==> config.mk <==
export PLATFORM = sky130hd
export DESIGN_NAME = next_pc_unit
export DESIGN_NICKNAME = d
export VERILOG_FILES = /design/src/rtl/next_pc_unit.sv
export SDC_FILE = /design/constraint.sdc
export NUM_CORES = 1
export LEC_CHECK = 0
export CAP_MARGIN = 30
export CORE_MARGIN = 8
export CORE_UTILIZATION = 40
export DETAILED_ROUTE_END_ITERATION = 7
export GPL_TIMING_DRIVEN = 0
export PLACE_DENSITY_LB_ADDON = 0.3
export RECOVER_POWER = 25
export SLEW_MARGIN = 20
export SYNTH_ARGS = -nofsm -noshare
export SYNTH_HDL_FRONTEND = slang
export SYNTH_SLANG_ARGS = --single-unit
==> constraint.sdc <==
create_clock -name clk -period 3 [get_ports clk]
set_input_delay 0.6 -clock clk [delete_from_list [all_inputs] [get_ports clk]]
set_output_delay 0.6 -clock clk [all_outputs]
set_load 0.05 [all_outputs]
==> src/rtl/next_pc_unit.sv <==
// next_pc_unit: program counter register and next-fetch-address select for the
// single-cycle core, with a boot/run/halted run-control FSM and a stall hold.
// Optional build macro NEXT_PC_BRANCH_STATS_EN adds taken-branch statistics
// outputs (taken_count, last_branch_pc).
//
// state     | meaning
// ----------+-----------------------------------------------------------
// ST_BOOT   | one cycle after reset, pc held at reset vector, no fetch
// ST_RUN    | fetching; pc advances by halt/stall/jump/branch/seq priority
// ST_HALTED | core stopped, pc frozen, only rst leaves this state
module next_pc_unit #(
  parameter logic [31:0] RESET_VECTOR = 32'h0040_0000
) (
  input  logic        clk,
  input  logic        rst,
  input  logic [29:0] imm16_ext,
  input  logic [25:0] target26,
  input  logic        branch,
  input  logic        zero,
  input  logic        jump,
  input  logic        halt,
  input  logic        stall,
  output logic [31:0] pc,
  output logic [31:0] pc_plus4,
  output logic        fetch_valid,
  output logic        halted
`ifdef NEXT_PC_BRANCH_STATS_EN
  ,
  output logic [31:0] taken_count,
  output logic [31:0] last_branch_pc
`endif
);

  typedef enum logic [1:0] {
    ST_BOOT   = 2'd0,
    ST_RUN    = 2'd1,
    ST_HALTED = 2'd2
  } state_t;

  localparam logic [29:0] RESET_W = RESET_VECTOR[31:2];

  state_t      state_q, state_d;
  logic [29:0] pc_w, pc_w_d;
  logic [29:0] seq_w, br_w, jmp_w;

  // Candidate next word addresses; all arithmetic wraps modulo 2^30 words.
  always_comb begin
    seq_w = pc_w + 30'd1;
    br_w  = seq_w + imm16_ext;
    jmp_w = {seq_w[29:26], target26};
  end

  // Run-control next state and next pc selection.
  always_comb begin
    state_d = state_q;
    pc_w_d  = pc_w;
    case (state_q)
      ST_BOOT: begin
        state_d = ST_RUN;
      end
      ST_RUN: begin
        if (halt) begin
          state_d = ST_HALTED;
        end else if (stall) begin
          pc_w_d = pc_w;
        end else if (jump) begin
          pc_w_d = jmp_w;
        end else if (branch && zero) begin
          pc_w_d = br_w;
        end else begin
          pc_w_d = seq_w;
        end
      end
      ST_HALTED: begin
        state_d = ST_HALTED;
      end
      default: begin
        state_d = ST_BOOT;
        pc_w_d  = RESET_W;
      end
    endcase
  end

  // State and pc registers; reset wins over every control input.
  always_ff @(posedge clk) begin
    if (rst) begin
      state_q <= ST_BOOT;
      pc_w    <= RESET_W;
    end else begin
      state_q <= state_d;
      pc_w    <= pc_w_d;
    end
  end

  // Outputs decoded from registered state so they change on the deciding edge.
  always_comb begin
    pc          = {pc_w, 2'b00};
    pc_plus4    = {seq_w, 2'b00};
    fetch_valid = (state_q == ST_RUN);
    halted      = (state_q == ST_HALTED);
  end

`ifdef NEXT_PC_BRANCH_STATS_EN
  logic br_taken;

  // A branch counts only when it actually steers the pc (no halt/stall/jump).
  always_comb begin
    br_taken = (state_q == ST_RUN) && !halt && !stall && !jump && branch && zero;
  end

  // Saturating taken-branch counter and address of the latest taken branch.
  always_ff @(posedge clk) begin
    if (rst) begin
      taken_count    <= 32'd0;
      last_branch_pc <= 32'd0;
    end else if (br_taken) begin
      if (taken_count != 32'hFFFF_FFFF) begin
        taken_count <= taken_count + 32'd1;
      end
      last_branch_pc <= pc;
    end
  end
`endif

endmodule
==> results of run 1 <==
[worst register-to-register path, delay by kind of cell (launching register included)]
family | cells | cell delay, ns
buffers and inverters | 1 | 0.21
AND/OR/NAND/NOR | 5 | 0.99
multiplexers | 1 | 0.31
adder cells (fa/ha/maj) | 1 | 0.32
flip-flops | 1 | 0.40
AO/OA/AOI/OAI | 4 | 0.92
XOR/XNOR | 1 | 0.21
[synthesized netlist by cell type (all sizes together) (7+ instances only)]
cell	count
ha	39
clkbuf	16
nand2b	11
xnor2	35
nor2	48
nand3	19
nand2	66
and3	9
nor3	12
a21oi	36
a21o	14
xor2	14
inv	24
o211ai	10
dfxtp	32
nand4	9
buf	7
o21ai	41
[logic make-up after synthesis]
family / Yosys count / share of synthesized area, %
flops: 32 / 16.3
buf+inv: 47 / 5.11
compound gates: 160 / 26.7
other cells: 1 / 0.0957
simple gates: 198 / 25.3
mux: 7 / 1.85
fa+ha+maj: 40 / 13.0
xor+xnor: 49 / 11.6
[final cells by class]
| type | count | area (um2) | area share (%) |
|---|---|---|---|
| clock inverter | 3 | 23.8 | 0.346 |
| buffer | 20 | 103 | 1.49 |
| multi-input combinational | 458 | 4110 | 59.7 |
| inverter | 24 | 90.1 | 1.31 |
| clock buffer | 5 | 68.8 | 1.00 |
| sequential | 32 | 691 | 10.0 |
| timing repair buffer | 175 | 1630 | 23.7 |
| tap | 133 | 166 | 2.42 |
[per-layer routing]
| layer | global-route usage (%) | share of wire (%) | vias to the layer above |
|---|---|---|---|
| li1 | - | - | 2296 |
| met1 | 28.8 | 40 | 2350 |
| met2 | 40.6 | 50 | 209 |
| met3 | 4.73 | 7.3 | 46 |
| met4 | 9.19 | 2.7 | 0 |
| met5 | 0 | 0 | - |
[final timing paths]
kind,to
min,pc_w[8]
min reg2reg,pc_w[11]
max reg2reg,pc_w[27]
max,pc_w[27]
[flip-flops by register name, indices dropped and copies added (netlist names)]
register	cells
pc_w	30
state_q	2
[repair_timing]
action                     in CTS  in global routing
hold endpoints to repair        0                  0
buffers inserted               34                 19
gates resized for setup       145                 74
pin swaps                      41                 54
setup endpoints to repair      43                 37
[power breakdown]
group          total [mW]  switching [mW]  internal (mW)
Combinational        2.02            1.22          0.792
Clock               0.367           0.203          0.165
Sequential          0.581          0.0932          0.488
Total                2.96            1.52           1.44
==> results.sh, run 1 <==
export IMPL_yosysUniqueCellTypes=71
export IMPL_ctsRootBufferMaster="clkbuf_8"
export IMPL_drtPass1Iterations=6
export IMPL_critPathBufInv=1
export IMPL_utilization_pct=71.4
export IMPL_cpLargestDelayFamily="simple AND/OR/NAND/NOR gates"
export IMPL_hold_buffers=0
export IMPL_synth_edf_count=0
export IMPL_yosys_register_bits=32
export IMPL_fin_crit_ns=3.41
export IMPL_start_kind="register"
export IMPL_grt_max_degree=13
export IMPL_ys_async_sr_fraction_pct=0
export IMPL_hold_viol=0
export IMPL_final_cell_mix="93 x clkdlybuf4s50_1, 56 x nand2_1, 49 x buf_4"
export IMPL_ioPinCount=129
export IMPL_ir_worst_vdd_mv=0.466
export IMPL_num_fill_cells=761
export IMPL_grt_usage_pct=23.8
export IMPL_hold_path_class="in -> reg"
export IMPL_final_common_cell="clkdlybuf4s50_1"
export IMPL_worstMarginPinSlew_ns=0.906
export IMPL_hold_ws_ns=0.494
export IMPL_rr_startpoint="pc_w[5]"
export IMPL_drv_cap=0
export IMPL_p_leak_nw=2.87
export IMPL_endpoint_kind="register"
export IMPL_first_iter_violations=301
export IMPL_die_area_um2=13200
export IMPL_clock_tree_buffer_depth=2
export IMPL_critPathSlowestCell="dfxtp_4"
export IMPL_tns_ns=-3.11
export IMPL_start_util_pct=40.7
export IMPL_coreArea_um2=9640
export IMPL_yosysSeqAreaShare_pct=16.3
export IMPL_wirelength_um=17000
export IMPL_num_vias=4901
export IMPL_postSynthCellCount=534
export IMPL_finalCritPeriodShare_pct=114
export IMPL_pre_cts_ws_ns=-0.839
export IMPL_synth_warnings=0
export IMPL_dp_hpwl_um=12100
export IMPL_grt_remaining_overflow=0
export IMPL_synth_area_um2=3920
export IMPL_avgRoutedWirePerCell_um=20.0
export IMPL_stdcell_count=850
export IMPL_violations="setup timing"
export IMPL_synth_flop_cell="dfxtp_1"
export IMPL_fmax_ghz=0.293
export IMPL_clk_latency_ns=0.30
export IMPL_yosys_area_top_type="dfxtp_1"
export IMPL_yosys_top_cells_area="dfxtp_1 16%, ha_1 12%, xnor2_1 7.8%"
export IMPL_die_w_um=115
export IMPL_startpoint="pc_w[5]"
export IMPL_cts_clk_slew_worst_paths_ns=0.08
export IMPL_clock_skew_ns=0.00392
export IMPL_cp_arrival_ns=3.65
export IMPL_grt_pass1_wl_um=25100
export IMPL_area_growth_pct=75.5
export IMPL_gp_congestion=0.987
export IMPL_postSynthAreaPerCell_um2=7.34
export IMPL_p_total_mw=2.96
export IMPL_yosysTopAreaCellShare_pct=16.3
export IMPL_ff2ff_setup_slack_ns=-0.41
export IMPL_rr_worst_depth=13
export IMPL_h_tree_depth=2
export IMPL_grt_pass1_vias=4927
export IMPL_cts_tree="built"
export IMPL_slew_headroom_pct=39.4
export IMPL_die_y_um=115
export IMPL_fin_ws_ns=-0.411
export IMPL_crit_chain="and4_4 > nand4_4 > buf_4 > nor3_1 > xnor2_2 > ha_1 > o21ai_0 > nor2_1 > a21oi_2 > nand4bb_1 > a31o_2 > mux2_4 > o21ai_2"
export IMPL_hold_depth=2
export IMPL_rsz0062_at_grt="true"
export IMPL_outcome="finished with violations"
export IMPL_cp_num_cells=13
export IMPL_placementRows=36
export IMPL_worstPathRequired_ns=3.24
export IMPL_antennaDiodeCount=0
export IMPL_vias_per_cell=5.77
export IMPL_critical_path_class="reg -> reg"
export IMPL_dp_cells=793
export IMPL_cp_slowest_stage_delay_ns=0.40
export IMPL_nNetsFinal=819
export IMPL_drive_gt1_share_pct=31.7
export IMPL_cts_made_buffers=5
export IMPL_drc=0
export IMPL_setup_viol=17
export IMPL_maxSlewViolCount=0
export IMPL_postPlaceCellArea_um2=5810
export IMPL_final_area_um2=6880
export IMPL_holdCritStartpoint="rst"
export IMPL_ant_nets=0
export IMPL_antenna_found_initial=0
export IMPL_cp_max_fo=7
export IMPL_io_buffer_count=123
export IMPL_p_per_area_nw_per_um2=431
export IMPL_clock_sinks=32
Note: power is estimated with default switching activity, not from simulation.
==> run 2: changes to the inputs <==
ABC_AREA = 1   (was not set)
CORE_MARGIN = 2   (was 8)
==> results.sh, run 2 <==
export IMPL_ir_worst_vdd_mv=0.501
export IMPL_reg_top3="pc_w: 30 flops, state_q: 2 flops"
export IMPL_crit_chain="nand2_1 > nor2_1 > nand2_1 > nor2_2 > xnor2_2 > inv_1 > clkdlybuf4s50_1"
export IMPL_grt_pass1_vias=5646
export IMPL_drc=0
export IMPL_dp_hpwl_um=15000
export IMPL_yosysUniqueCellTypes=41
export IMPL_yosysMostFrequentCell="nand2_1"
export IMPL_cts_tree="built"
export IMPL_fin_crit_ns=2.96
export IMPL_combPwrFrac_pct=64.4
export IMPL_postSynthCellCount=858
export IMPL_io_buffer_count=123
export IMPL_p_leak_nw=3.32
export IMPL_start_kind="register"
export IMPL_ctsRootBufferMaster="clkbuf_16"
export IMPL_seq_power_share_pct=18.9
export IMPL_postSynthAreaPerCell_um2=5.45
export IMPL_nNetsFinal=1110
export IMPL_area_growth_pct=53.5
export IMPL_first_iter_violations=515
export IMPL_cp_arrival_ns=2.36
export IMPL_slew_headroom_pct=53.1
export IMPL_cpLargestDelayFamily="buffers and inverters"
export IMPL_setup_viol=0
export IMPL_endpoint_kind="primary output"
export IMPL_seq_area_um2=712
export IMPL_synth_edf_count=0
export IMPL_grt_max_degree=11
export IMPL_antenna_found_initial=0
export IMPL_grt_usage_pct=28.3
export IMPL_clkPwrFrac_pct=16.7
export IMPL_largest_reg_flops=30
export IMPL_vias_per_cell=5.20
export IMPL_worstPathRequired_ns=2.40
export IMPL_clk_latency_ns=0.28
export IMPL_synth_commonest_cells="298 x nand2_1, 122 x inv_1, 99 x nor2_1"
export IMPL_ant_nets=0
export IMPL_yosysTopAreaCellShare_pct=23.9
export IMPL_cts_clk_slew_worst_paths_ns=0.05
export IMPL_drtPass1Iterations=6
export IMPL_die_y_um=112
export IMPL_cp_max_fo=5
export IMPL_h_tree_depth=2
export IMPL_final_area_um2=7180
export IMPL_hold_path_class="reg -> reg"
export IMPL_hold_buffers=0
export IMPL_start_util_pct=41.0
export IMPL_coreArea_um2=11400
export IMPL_hold_ws_ns=0.498
export IMPL_hold_viol=0
export IMPL_rsz0062_at_grt="true"
export IMPL_critPathBufInv=2
export IMPL_p_per_area_nw_per_um2=445
export IMPL_die_w_um=112
export IMPL_avgRoutedWirePerCell_um=16.7
export IMPL_clock_tree_buffer_depth=2
export IMPL_wirelength_um=19200
export IMPL_synth_warnings=0
export IMPL_yosysSeqAreaShare_pct=13.7
export IMPL_yosys_register_bits=32
export IMPL_placementRows=39
export IMPL_intPower_mw=1.55
export IMPL_antennaDiodeCount=0
export IMPL_synth_flop_cell="dfxtp_1"
export IMPL_power_switching_mw=1.64
export IMPL_ioPinCount=129
export IMPL_maxSlewViolCount=0
export IMPL_final_cell_mix="276 x nand2_1, 112 x inv_1, 103 x clkdlybuf4s50_1"
export IMPL_postPlaceCellArea_um2=6220
export IMPL_final_common_cell="nand2_1"
export IMPL_critPathSlowestCell="clkdlybuf4s50_1"
export IMPL_stdcell_count=1150
export IMPL_grt_pass1_wl_um=28500
export IMPL_ys_async_sr_fraction_pct=0
export IMPL_cts_made_buffers=5
export IMPL_synth_area_um2=4680
export IMPL_die_area_um2=12600
export IMPL_drive_gt1_share_pct=20.4
export IMPL_multi_input_area_um2=4220
export IMPL_cp_slowest_stage_delay_ns=0.81
export IMPL_gp_congestion=0.971
export IMPL_grt_remaining_overflow=0
export IMPL_clock_sinks=32
export IMPL_clock_skew_ns=0.00579
export IMPL_yosys_area_top_type="nand2_1"
export IMPL_outcome="completed"
export IMPL_p_total_mw=3.20
export IMPL_worstMarginPinSlew_ns=0.703
export IMPL_p_sw_share_pct=51.4
export IMPL_yosys_top_cells_area="nand2_1 24%, dfxtp_1 14%, ha_1 10%"
export IMPL_dp_cells=1127
export IMPL_drv_cap=0
export IMPL_critical_path_class="reg -> out"
export IMPL_path_common_cell="nand2_1"
export IMPL_num_vias=5984
export IMPL_fmax_ghz=0.338
export IMPL_top_register="pc_w"
export IMPL_finalCritPeriodShare_pct=98.7
export IMPL_num_fill_cells=1093
-- run 2: changes by cell type in the layout (fill, tap and decap cells not counted), moves of 21 or more --
cell,change
nor2_1,+25
a21oi_1,+39
buf_4,-29
nor2_2,+25
nand3_1,+24
inv_1,+88
nand2_2,+21
nand2_1,+220
-- run 2: cells by family after synthesis --
| kind of cell | count (synthesis) | share of synthesized area [%] |
|---|---|---|
| XOR/XNOR | 27 | 5.05 |
| AO/OA/AOI/OAI | 125 | 14.8 |
| other | 1 | 0.0802 |
| buffers and inverters | 145 | 12.0 |
| flip-flops | 32 | 13.7 |
| AND/OR/NAND/NOR | 488 | 43.5 |
| adder cells (fa/ha/maj) | 40 | 10.9 |
-- run 2: worst min-delay path: stages, from the launching register on --
cell and delay, ns:
dfxtp_2 0.33, nand2_1 0.06, a21oi_1 0.06
-- run 2: power groups by stage --
stage / Sequential, mW / Combinational [mW] / Clock (mW)
after floorplan: 0.739 / 1.10 / 0
after global placement: 0.594 / 1.86 / 0
after CTS: 0.592 / 1.89 / 0.532
final: 0.603 / 2.06 / 0.535
after global routing: 0.610 / 2.21 / 0.549
after detailed placement: 0.594 / 1.86 / 0
-- run 2: through the flow --
step / util, % / worst slack, ns / setup TNS, ns
finish: 62.9 / 0.0398 / 0
global route: 62.9 / -0.115 / -0.740
CTS: 56.9 / 0.00344 / 0
detailed placement: 54.5 / -0.418 / -3.93
global placement: 54.5 / -0.405 / -3.93
floorplan: - / 0.00770 / 0
-- run 2: layer usage --
metal | wire length [um] | track usage (%)
met4 | 747 | 10.2
met2 | 8910 | 46.4
met3 | 1580 | 3.73
met1 | 7960 | 38.2
met5 | 0 | 0
-- run 2: final timing paths --
check	slack (ns)	end	cells past startpoint	start
worst max-delay path	0.04	pc_plus4[16]	7	pc_w[5]
worst min-delay path	0.50	pc_w[12]	2	pc_w[12]
worst max register to register	0.06	pc_w[10]	15	pc_w[1]
worst min register to register	0.50	pc_w[12]	2	pc_w[12]
-- run 2: final cells by class --
| cell class | instances | share of cell area [%] |
|---|---|---|
| clock buffer | 7 | 2.13 |
| buffer | 18 | 1.18 |
| timing repair buffer | 139 | 18.9 |
| sequential | 32 | 9.91 |
| tap | 143 | 2.49 |
| inverter | 127 | 6.64 |
| multi-input combinational | 684 | 58.8 |
-- run 2: what timing repair did --
action                     in CTS  in global routing
setup endpoints to repair      35                 34
buffers inserted                0                 16
pin swaps                       2                 23
gates resized for setup        33                144
hold endpoints to repair        0                  0
==> run 3: changes to the inputs <==
RECOVER_POWER = 50   (was 25)
==> results of run 3 <==
The final DEF is identical to that of run 2; final timing and power are the same.
